--- config.mk ---
export PLATFORM = sky130hd
export DESIGN_NAME = lcd_bus_monitor
export DESIGN_NICKNAME = d
export VERILOG_FILES = /design/src/rtl/lcd_bus_monitor.sv
export SDC_FILE = /design/constraint.sdc
export NUM_CORES = 1
export LEC_CHECK = 0
export BUFFER_PORTS_ARGS = -buffer_cell sky130_fd_sc_hd__buf_4
export CAP_MARGIN = 5
export CORE_ASPECT_RATIO = 1.2
export CORE_MARGIN = 5
export CORE_UTILIZATION = 30
export CTS_CLUSTER_SIZE = 16
export DETAILED_ROUTE_END_ITERATION = 10
export PLACE_DENSITY = 0.45
export SKIP_CTS_REPAIR_TIMING = 1
export SYNTH_ARGS = -nofsm -noshare
export SYNTH_HDL_FRONTEND = slang
export SYNTH_SLANG_ARGS = --single-unit
--- constraint.sdc ---
create_clock -name clk -period 2.2 [get_ports clk]
set_input_delay 0.22 -clock clk [delete_from_list [all_inputs] [get_ports clk]]
set_output_delay 0.22 -clock clk [all_outputs]
set_load 0.05 [all_outputs]
--- src/rtl/lcd_bus_monitor.sv ---
// rtl/lcd_bus_monitor.sv - passive HD44780 4/8-bit write-bus monitor with DDRAM address tracking
module lcd_bus_monitor (
  input  logic       clk,
  input  logic       rst,
  input  logic       en,
  input  logic       rs,
  input  logic       rw,
  input  logic       d4,
  input  logic       d5,
  input  logic       d6,
  input  logic       d7,
  output logic       byte_valid,
  output logic       byte_rs,
  output logic [7:0] byte_data,
  output logic       char_valid,
  output logic [6:0] char_addr,
  output logic [7:0] char_data,
  output logic [6:0] cursor,
  output logic       disp_on,
  output logic       mode4,
  output logic       err
);

  typedef enum logic [1:0] {BOOT8 = 2'd0, HI = 2'd1, LO = 2'd2} state_t;

  state_t     state, state_n;
  logic       en_q, rs_q, rw_q;
  logic [3:0] nib_q;
  logic       stb, stb_rs;
  logic [3:0] stb_nib;
  logic [3:0] hi_nib;
  logic       hi_rs;
  logic       inc;
  logic       accept, mism, fset;
  logic [7:0] acc_byte;

  // Falling edge of en is captured into a one-cycle strobe register; the
  // byte assembly below then acts on it one cycle later.
  always_ff @(posedge clk) begin
    if (rst) begin
      en_q    <= 1'b0;
      rs_q    <= 1'b0;
      rw_q    <= 1'b0;
      nib_q   <= 4'h0;
      stb     <= 1'b0;
      stb_rs  <= 1'b0;
      stb_nib <= 4'h0;
    end else begin
      en_q    <= en;
      rs_q    <= rs;
      rw_q    <= rw;
      nib_q   <= {d7, d6, d5, d4};
      stb     <= en_q & ~en & ~rw_q;
      stb_rs  <= rs_q;
      stb_nib <= nib_q;
    end
  end

  always_comb begin
    accept   = 1'b0;
    mism     = 1'b0;
    acc_byte = {stb_nib, 4'h0};
    if (stb) begin
      case (state)
        BOOT8: accept = 1'b1;
        LO: begin
          acc_byte = {hi_nib, stb_nib};
          if (stb_rs == hi_rs) accept = 1'b1;
          else                 mism   = 1'b1;
        end
        default: ;
      endcase
    end
  end

  assign fset = accept & ~stb_rs & (acc_byte[7:5] == 3'b001);

  always_ff @(posedge clk) begin
    if (rst) state <= BOOT8;
    else     state <= state_n;
  end

  always_comb begin
    state_n = state;
    if (stb) begin
      case (state)
        BOOT8: if (fset && !acc_byte[4]) state_n = HI;
        HI:    state_n = LO;
        LO:    state_n = (fset && acc_byte[4]) ? BOOT8 : HI;
        default: state_n = BOOT8;
      endcase
    end
  end

  always_comb begin
    mode4 = (state != BOOT8);
  end

  always_ff @(posedge clk) begin
    if (rst) begin
      hi_nib     <= 4'h0;
      hi_rs      <= 1'b0;
      byte_valid <= 1'b0;
      byte_rs    <= 1'b0;
      byte_data  <= 8'h00;
      char_valid <= 1'b0;
      char_addr  <= 7'h00;
      char_data  <= 8'h00;
      cursor     <= 7'h00;
      disp_on    <= 1'b0;
      inc        <= 1'b1;
      err        <= 1'b0;
    end else begin
      byte_valid <= accept;
      char_valid <= accept & stb_rs;
      err        <= mism;
      if (stb && state == HI) begin
        hi_nib <= stb_nib;
        hi_rs  <= stb_rs;
      end
      if (accept) begin
        byte_rs   <= stb_rs;
        byte_data <= acc_byte;
        if (stb_rs) begin
          char_addr <= cursor;
          char_data <= acc_byte;
          cursor    <= inc ? cursor + 7'd1 : cursor - 7'd1;
        end else if (acc_byte[7]) begin
          cursor <= acc_byte[6:0];
        end else if (acc_byte[6:5] == 2'b01) begin
          // function set only changes the interface mode (FSM)
        end else if (acc_byte[6:3] == 4'b0001) begin
          disp_on <= acc_byte[2];
        end else if (acc_byte[6:2] == 5'b00001) begin
          inc <= acc_byte[1];
        end else if (acc_byte[6:1] == 6'b000001) begin
          cursor <= 7'h00;
        end else if (acc_byte[6:0] == 7'h01) begin
          cursor <= 7'h00;
          inc    <= 1'b1;
        end
      end
    end
  end

endmodule

==> out/metrics.cfg, run 1 <==
[route]
wirelength_um = 6248
detail_route.iter0.violations = 137
drc_errors = 0
vias = 2097
ant_nets = 0
vias_per_cell = 5.065
first_pass_iters = 4
wl_per_cell_um = 15.09

[place]
dp_slack_ps = 280.3
placed_area_um2 = 2900
place.port_buffers = 44
dp_cells = 406
dp_hpwl_um = 4547
globalplace.congestion = 0.8434

[critical_path]
slowest_delay_ps = 420
worstPathMaxFanout = 6
required_ps = 2410
crit_type = reg -> reg
slowest_stage = fa_1
worst-path-buf-inv = 1
startpoint_type = flop
path_cells = inv_1 > fa_1 > a211o_1 > nand3_1 > mux2i_1 > nand2_1 > a41o_1
arrival_ps = 2140
cp_top_family = compound AO/OA/AOI/OAI gates
critPathCaptureType = flop

[floorplan]
die_h_um = 109.1
start_util = 0.3046
die_x_um = 92.60
die_area_um2 = 10100
rows = 36
pin_count = 45
coreArea_um2 = 8063

[yosys]
syn_avg_cell_area_um2 = 8.997
yosys_most_used_dff = dfxtp_1
syn_nets = 288
yosys_warnings = 0
ys_seq_area_frac = 0.4564
ys_ff_latch = 56
synthTopCellsByArea = dfxtp_1 (46%), a21oi_1 (4.9%), nand2_1 (4.6%)
syn_area_um2 = 2456
synth.largest_area_cell = dfxtp_1
synthArstFlopShare = 0
syn_inst = 273
yosysTopAreaCellShare = 0.4564
yosysUniqueCellTypes = 53
synth_edf_count = 0

[timing]
finalCriticalPeriod_ps = 1930
fmax_mhz = 518.2
final.setup.tns_ps = 0
slew_headroom = 0.6737
post-route-period-util = 0.8772
worst_slew_pin_slew_ps = 488.3
finalHoldViolations = 0
grt_setup_unrepaired = false
finalClockSkew_ps = 11.33
setup_viol = 0
setup_ws_ps = 270.2
drv_slew = 0

[layout]
syn_to_final_growth_pct = 21.80
num_antenna_cells = 0
fin_area_um2 = 2992
fillCellCount = 845
drive_gt1_frac = 0.2382
nets = 333
fin_cells = 414

[grt]
grt_max_degree = 36
grt_pass1_wl_um = 10340
grt_usage = 0.1310
antenna_found_initial = 0
overflow = 0
grt_pass1_vias = 2029

[power_and_ir_drop]
p_leak_nw = 1.309
ir_drop_mv = 0.3177
powerDensity_nw_per_um2 = 578.2

[clock_tree]
root_buffer = clkbuf_8
clk_pin_slew_ps = 100
cts_made_buffers = 5
clkLatencyLatePin_ps = 310
cts_tree = built
cts_max_level = 2
ctsLongestPathBuffers = 2
cts_sinks = 56

[worst_hold_path]
holdCritPathClass = in -> reg

[job]
drv_cap = 0

[outcome]
outcome = complete, no violations

synth_stat cells, types with 3 or more instances:
cell type / number
dfxtp_1: 56
buf_2: 3
a22oi_1: 4
nand3_1: 10
mux2i_1: 9
nor2_1: 28
nor3_1: 5
inv_1: 4
a21oi_1: 24
a211oi_1: 11
nor2b_1: 14
and3_1: 6
ha_1: 5
o21ai_0: 4
nand2_1: 30
nor2_2: 3
clkbuf_1: 10
flip-flops by register name, indices dropped and copies added, names as in the netlist, 2 cells and up:
register   flops
char_data      8
byte_data      8
nib_q          4
cursor         7
hi_nib         4
state          2
stb_nib        4
char_addr      7
stage by stage:
step,hold WS (ps),power (mW),utilization
floorplan,296.7,1.129,-
global placement,392.4,1.170,0.3597
detailed placement,387.1,1.171,0.3597
CTS,61.43,1.766,0.3710
global route,65.10,1.817,0.3710
finish,73.95,1.730,0.3710
worst reg2reg max path: stages, from the launching register on:
cell and delay (ps):
dfxtp_1 390, inv_1 140, fa_1 420, a211o_1 290, nand3_1 120, mux2i_1 190, nand2_1 60, a41o_1 220
kinds of logic after synthesis:
logic type / Yosys count / synth area share
and+or+nand+nor: 111 / 0.2262
AOI/OAI and AO/OA: 65 / 0.1895
DFF: 56 / 0.4564
buffers and inverters: 22 / 0.04330
muxes: 9 / 0.03668
adders and majority gates: 6 / 0.03362
xor gates and xnor gates: 4 / 0.01427
layout make-up:
class	instances	area, µm²	area share
Sequential cell	56	1121	0.3747
Clock inverter	3	22.52	0.007528
Multi-Input combinational cell	195	1229	0.4107
Timing Repair Buffer	55	412.9	0.1380
Tap cell	95	118.9	0.03973
Clock buffer	5	68.82	0.02300
Inverter	5	18.77	0.006274
report_power, final:
| group | switching (mW) | total [mW] | leakage (nW) | internal, mW |
|---|---|---|---|---|
| clock network | 0.356 | 0.585 | 0.0485 | 0.229 |
| registers | 0.00987 | 1.04 | 0.454 | 1.03 |
| logic | 0.0671 | 0.107 | 0.806 | 0.0400 |
worst paths after layout:
path         from   endpoint  slack (ps)  depth (start not counted)
max           inc  cursor[6]         270                          7
min            en        stb          70                          2
max reg2reg   inc  cursor[6]         270                          7
min reg2reg  rw_q        stb         400                          1
layout by cell type (no fill, tap or decap), types with 3 or more instances in the layout:
cell      instances
nand2_1          30
ha_1              5
clkbuf_8          5
a211oi_1         11
nand3_1          10
a21oi_1          24
dfxtp_1          56
and3_1            6
nor2b_1          14
a22oi_1           4
inv_1             4
o21ai_0           4
mux2i_1           9
nor2_2            3
nor2_1           28
buf_4            55
nor3_1            5
layer usage:
layer  up-vias  global-route usage  wire length (µm)
li1       1053                   -                 -
met1       995              0.1622              2921
met2        42              0.2214              2975
met3         7             0.03037               250
met4         0             0.04883               102
met5         -                   0                 0
Note: power is estimated with default switching activity, not from simulation.
==> inputs of run 2 (changes only) <==
--- a/config.mk
+++ b/config.mk
@@ -9,10 +9,10 @@
 export CAP_MARGIN = 5
 export CORE_ASPECT_RATIO = 1.2
 export CORE_MARGIN = 5
-export CORE_UTILIZATION = 30
+export CORE_UTILIZATION = 38
 export CTS_CLUSTER_SIZE = 16
 export DETAILED_ROUTE_END_ITERATION = 10
-export PLACE_DENSITY = 0.45
+export PLACE_DENSITY = 0.55
 export SKIP_CTS_REPAIR_TIMING = 1
 export SYNTH_ARGS = -nofsm -noshare
 export SYNTH_HDL_FRONTEND = slang
==> run 2 against run 1 <==
- global-route usage is 1.6 points higher
- via count is 2.5% lower
- cell area fell by 1.0%
- fmax decreased by 1.1%
- register-to-register slack got worse by 20 ps
- combinational power barely moved
- largest cell class unchanged
- clock-buffer cell count increased by 1
- largest power group unchanged
- utilization increased by 9.4 points
==> out/metrics.cfg, run 2 (synthesis results as in run 1) <==
[outcome]
outcome = complete, no violations  ; unchanged

[clock_tree]
cts_sinks = 56  ; unchanged
cts_tree = built  ; unchanged
clkLatencyLatePin_ps = 310  ; about the same
ctsLongestPathBuffers = 2  ; unchanged
cts_max_level = 2  ; unchanged
clk_pin_slew_ps = 100  ; about the same
root_buffer = clkbuf_8  ; unchanged
cts_made_buffers = 5  ; unchanged

[job]
drv_cap = 0  ; unchanged

[worst_hold_path]
worstHoldStart = en  ; unchanged
whs_path_depth = 2  ; unchanged
min_to = stb  ; unchanged
holdCritPathClass = in -> reg  ; unchanged

[layout]
drive_gt1_frac = 0.2303  ; was 0.2382
final_cell_mix = dfxtp_1 (56), buf_4 (53), nand2_1 (30)  ; was dfxtp_1 (56), buf_4 (55), nand2_1 (30)
top_regs = byte_data (8), char_data (8)  ; unchanged
syn_to_final_growth_pct = 20.58  ; was 21.80%
nets = 331  ; was 333
multi_input_area_um2 = 1229  ; unchanged
fin_cells = 402  ; was 414
layout_commonest_cell = dfxtp_1  ; unchanged
fillCellCount = 621  ; was 845
regArea_um2 = 1121  ; unchanged
num_antenna_cells = 0  ; unchanged

[floorplan]
die_area_um2 = 8178  ; was 10,100 µm²
pin_count = 45  ; unchanged
rows = 32  ; was 36
start_util = 0.3858  ; was 0.3046
coreArea_um2 = 6366  ; was 8063 µm²
die_h_um = 98.07  ; was 109.1 µm
die_x_um = 83.39  ; was 92.60 µm

[power_and_ir_drop]
ir_drop_mv = 0.4149  ; was 0.3177 mV
power_mw = 1.701  ; was 1.730 mW
powerDensity_nw_per_um2 = 574.3  ; was 578.2 nW/µm²
p_leak_nw = 1.292  ; was 1.309 nW

[timing]
setup_viol = 0  ; unchanged
finalCriticalPeriod_ps = 1951  ; was 1930 ps
finalClockSkew_ps = 6.430  ; was 11.33 ps
worst_slew_pin_slew_ps = 539.7  ; was 488.3 ps
grt_setup_unrepaired = false  ; unchanged
fmax_mhz = 512.4  ; was 518.2 MHz
final.setup.tns_ps = 0  ; unchanged
finalHoldViolations = 0  ; unchanged
drv_slew = 0  ; unchanged
post-route-period-util = 0.8870  ; was 0.8772
slew_headroom = 0.6393  ; was 0.6737

[critical_path]
startpoint_type = flop  ; unchanged
required_ps = 2420  ; was 2410 ps
critPathCaptureType = flop  ; unchanged
crit_type = reg -> reg  ; unchanged
reg2regPathDepth = 7  ; unchanged
r2r-start = inc  ; unchanged
worst-r2r-setup-slack_ps = 250  ; was 270 ps
r2r-end = cursor[6]  ; unchanged
worstPathMaxFanout = 6  ; unchanged
arrival_ps = 2170  ; was 2140 ps

[place]
place.port_buffers = 44  ; unchanged
globalplace.congestion = 0.8645  ; was 0.8434
dp_cells = 394  ; was 406
dp_hpwl_um = 4218  ; was 4547 µm

[grt]
antenna_found_initial = 0  ; unchanged
grt_pass1_wl_um = 9701  ; was 10,340 µm
grt_pass1_vias = 2003  ; was 2,029
grt_max_degree = 32  ; was 36
overflow = 0  ; unchanged
grt_usage = 0.1467  ; was 0.1310

[route]
wl_per_cell_um = 14.58  ; was 15.09 µm
ant_nets = 0  ; unchanged
drc_errors = 0  ; unchanged
vias_per_cell = 5.085  ; was 5.065
wirelength_um = 5863  ; was 6248 µm
first_pass_iters = 4  ; unchanged
vias = 2044  ; was 2,097
detail_route.iter0.violations = 120  ; was 137

## run 2: critical path, cell delays in order, from the launching register on
cell     delay, ps
dfxtp_1        380
inv_1          140
fa_1           420
a211o_1        290
nand3_1        120
mux2i_1        200
nand2_1         80
a41o_1         230
## run 2: layout make-up
class	instances	area share
multi-input cells	195	0.4149
flip-flops and latches	56	0.3785
clock buffers	6	0.02450
inverters	5	0.006337
clock inverters	2	0.005492
repair buffers	53	0.1343
well taps	85	0.03591
## run 2: how the worst max path moves through the flow
| stage | endpoint | slack, ps | depth (start not counted) | startpoint |
|---|---|---|---|---|
| 2_1_floorplan | cursor[6] | 170 | 6 | cursor[2] |
| 3_3_place_gp | cursor[6] | 310 | 7 | inc |
| 3_5_place_dp | cursor[6] | 290 | 7 | inc |
| 4_1_cts | cursor[6] | 270 | 7 | inc |
| 5_1_grt | cursor[6] | 150 | 7 | inc |
| 6_report | cursor[6] | 250 | 7 | inc |
## run 2: report_power, final
part | leakage, nW | internal (mW) | switching, mW
registers | 0.454 | 1.03 | 0.00953
logic | 0.797 | 0.0394 | 0.0647
clock network | 0.0414 | 0.227 | 0.332
## run 2: metal layers
metal  wire length (µm)  global-route usage  vias up
met5                  0                   0        -
met4                193             0.06792        0
met3                263             0.03629       13
met2               2853              0.2525       47
met1               2552              0.1710      939
li1                   -                   -     1045
## run 2: stage by stage
| step | util | hold WS [ps] | setup WS [ps] | area [µm²] |
|---|---|---|---|---|
| 6_report | 0.4652 | 71.20 | 248.6 | 2962 |
| 5_1_grt | 0.4652 | 52.70 | 147.6 | 2962 |
| 4_1_cts | 0.4652 | 63.90 | 271.1 | 2962 |
| 3_5_place_dp | 0.4513 | 385.6 | 287.1 | 2873 |
| 3_3_place_gp | 0.4513 | 381.8 | 313.4 | 2873 |
| 2_1_floorplan | - | 296.7 | 174.8 | 2456 |
==> inputs of run 3 (changes only) <==
==> constraint.sdc (replaced) <==
create_clock -name clk -period 2.1 [get_ports clk]
set_input_delay 0.21 -clock clk [delete_from_list [all_inputs] [get_ports clk]]
set_output_delay 0.21 -clock clk [all_outputs]
set_load 0.05 [all_outputs]
==> run 3 against run 2 <==
- sequential share of layout area down 0.19 points
- wire length up 0.70%
- worst setup slack worse by 89 ps
- hold slack got worse by 10 ps
- combinational power is 9% higher
- register-to-register slack lost 90 ps
- flip-flop and latch count stayed put
- clock-buffer cell count unchanged
- total power increased by 4.8%
- utilization up 0.24 points
- highest routed layer unchanged
==> out/metrics.cfg, run 3 (synthesis results as in run 1) <==
[clock_tree]
cts_max_level = 2  ; unchanged
clk_pin_slew_ps = 100  ; about the same
cts_sinks = 56  ; unchanged
cts_made_buffers = 5  ; unchanged
root_buffer = clkbuf_8  ; unchanged
clkLatencyLatePin_ps = 310  ; about the same
cts_tree = built  ; unchanged
ctsLongestPathBuffers = 2  ; unchanged

[timing]
slew_headroom = 0.6311  ; was 0.6393
grt_setup_unrepaired = false  ; unchanged
final.setup.tns_ps = 0  ; unchanged
setup_ws_ps = 160.0  ; was 248.6 ps
drv_slew = 0  ; unchanged
finalCriticalPeriod_ps = 1940  ; was 1951 ps
finalHoldViolations = 0  ; unchanged
setup_viol = 0  ; unchanged
post-route-period-util = 0.9238  ; was 0.8870
worst_slew_pin_slew_ps = 552.0  ; was 539.7 ps
fmax_mhz = 515.5  ; was 512.4 MHz
finalClockSkew_ps = 7.155  ; was 6.430 ps

[job]
drv_cap = 0  ; unchanged

[floorplan]
die_h_um = 98.07  ; unchanged
rows = 32  ; unchanged
coreArea_um2 = 6366  ; unchanged
start_util = 0.3858  ; unchanged
pin_count = 45  ; unchanged
die_x_um = 83.39  ; unchanged
die_area_um2 = 8178  ; unchanged

[critical_path]
r2r-end = cursor[6]  ; unchanged
required_ps = 2310  ; was 2420 ps
arrival_ps = 2150  ; was 2170 ps
crit_type = reg -> reg  ; unchanged
startpoint_type = flop  ; unchanged
reg2regPathDepth = 7  ; unchanged
worst-r2r-setup-slack_ps = 160  ; was 250 ps
worstPathMaxFanout = 6  ; unchanged
r2r-start = inc  ; unchanged
critPathCaptureType = flop  ; unchanged

[power_and_ir_drop]
p_leak_nw = 1.302  ; was 1.292 nW
powerDensity_nw_per_um2 = 598.7  ; was 574.3 nW/µm²
ir_drop_mv = 0.2981  ; was 0.4149 mV

[worst_hold_path]
min_to = stb  ; unchanged
worstHoldStart = en  ; unchanged
whs_path_depth = 2  ; unchanged
holdCritPathClass = in -> reg  ; unchanged

[layout]
final_cell_mix = dfxtp_1 (56), buf_4 (55), nand2_1 (30)  ; was dfxtp_1 (56), buf_4 (53), nand2_1 (30)
drive_gt1_frac = 0.2351  ; was 0.2303
syn_to_final_growth_pct = 21.19  ; was 20.58%
fin_area_um2 = 2977  ; was 2962 µm²
regArea_um2 = 1121  ; unchanged
final_util = 0.4676  ; was 0.4652
fin_cells = 404  ; was 402
nets = 333  ; was 331
fillCellCount = 638  ; was 621
layout_commonest_cell = dfxtp_1  ; unchanged
num_antenna_cells = 0  ; unchanged
top_regs = byte_data (8), char_data (8)  ; unchanged
multi_input_area_um2 = 1229  ; unchanged

[place]
dp_hpwl_um = 4274  ; was 4218 µm
place.port_buffers = 44  ; unchanged
dp_cells = 396  ; was 394
dp_slack_ps = 175.3  ; was 287.1 ps
globalplace.congestion = 0.8553  ; was 0.8645
placed_area_um2 = 2888  ; was 2873 µm²

[grt]
grt_pass1_wl_um = 9977  ; was 9701 µm
grt_usage = 0.1500  ; was 0.1467
grt_pass1_vias = 2005  ; was 2,003
grt_max_degree = 31  ; was 32
overflow = 0  ; unchanged
antenna_found_initial = 0  ; unchanged

[route]
wl_per_cell_um = 14.61  ; was 14.58 µm
vias = 2058  ; was 2,044
ant_nets = 0  ; unchanged
wirelength_um = 5904  ; was 5863 µm
drc_errors = 0  ; unchanged
vias_per_cell = 5.094  ; was 5.085
first_pass_iters = 4  ; unchanged
detail_route.iter0.violations = 110  ; was 120

[outcome]
outcome = complete, no violations  ; unchanged

==> run 3: area by class of cell <==
| cell class | instances | share of cell area |
|---|---|---|
| multi-input cells | 195 | 0.4128 |
| flip-flops and latches | 56 | 0.3766 |
| repair buffers | 55 | 0.1387 |
| well taps | 85 | 0.03573 |
| clock buffers | 6 | 0.02438 |
| inverters | 5 | 0.006305 |
| clock inverters | 2 | 0.005464 |
==> run 3: per-stage QoR <==
stage | hold slack (ps) | total power [mW]
2_1_floorplan | 286.7 | 1.182
3_3_place_gp | 383.6 | 1.224
3_5_place_dp | 381.9 | 1.225
4_1_cts | 50.53 | 1.814
5_1_grt | 43.72 | 1.866
6_report | 60.98 | 1.782
==> run 3: layer usage <==
| metal | global-route usage | up-vias | wire (µm) |
|---|---|---|---|
| li1 | - | 1052 | - |
| met4 | 0.06415 | 0 | 146 |
| met3 | 0.03376 | 12 | 314 |
| met5 | 0 | - | 0 |
| met1 | 0.1821 | 939 | 2590 |
| met2 | 0.2543 | 55 | 2852 |
==> run 3: how the worst max path moves through the flow <==
| stage | cells past startpoint | slack (ps) | startpoint | end |
|---|---|---|---|---|
| 6_report | 7 | 160 | inc | cursor[6] |
| 5_1_grt | 7 | 4 | inc | cursor[6] |
| 4_1_cts | 7 | 160 | inc | cursor[6] |
| 3_5_place_dp | 7 | 180 | inc | cursor[6] |
| 3_3_place_gp | 7 | 220 | inc | cursor[6] |
| 2_1_floorplan | 6 | 70 | cursor[2] | cursor[6] |
==> run 3: worst max-delay path: stages (launching register included) <==
cell and delay, ps:
dfxtp_1 380, inv_1 140, fa_1 430, a211o_1 290
nand3_1 130, mux2i_1 190, nand2_1 60, a41o_1 230
==> run 3: power breakdown <==
part           total, mW  internal [mW]  switching, mW
registers           1.09           1.08        0.00918
clock network      0.583          0.238          0.345
logic              0.113         0.0424         0.0705
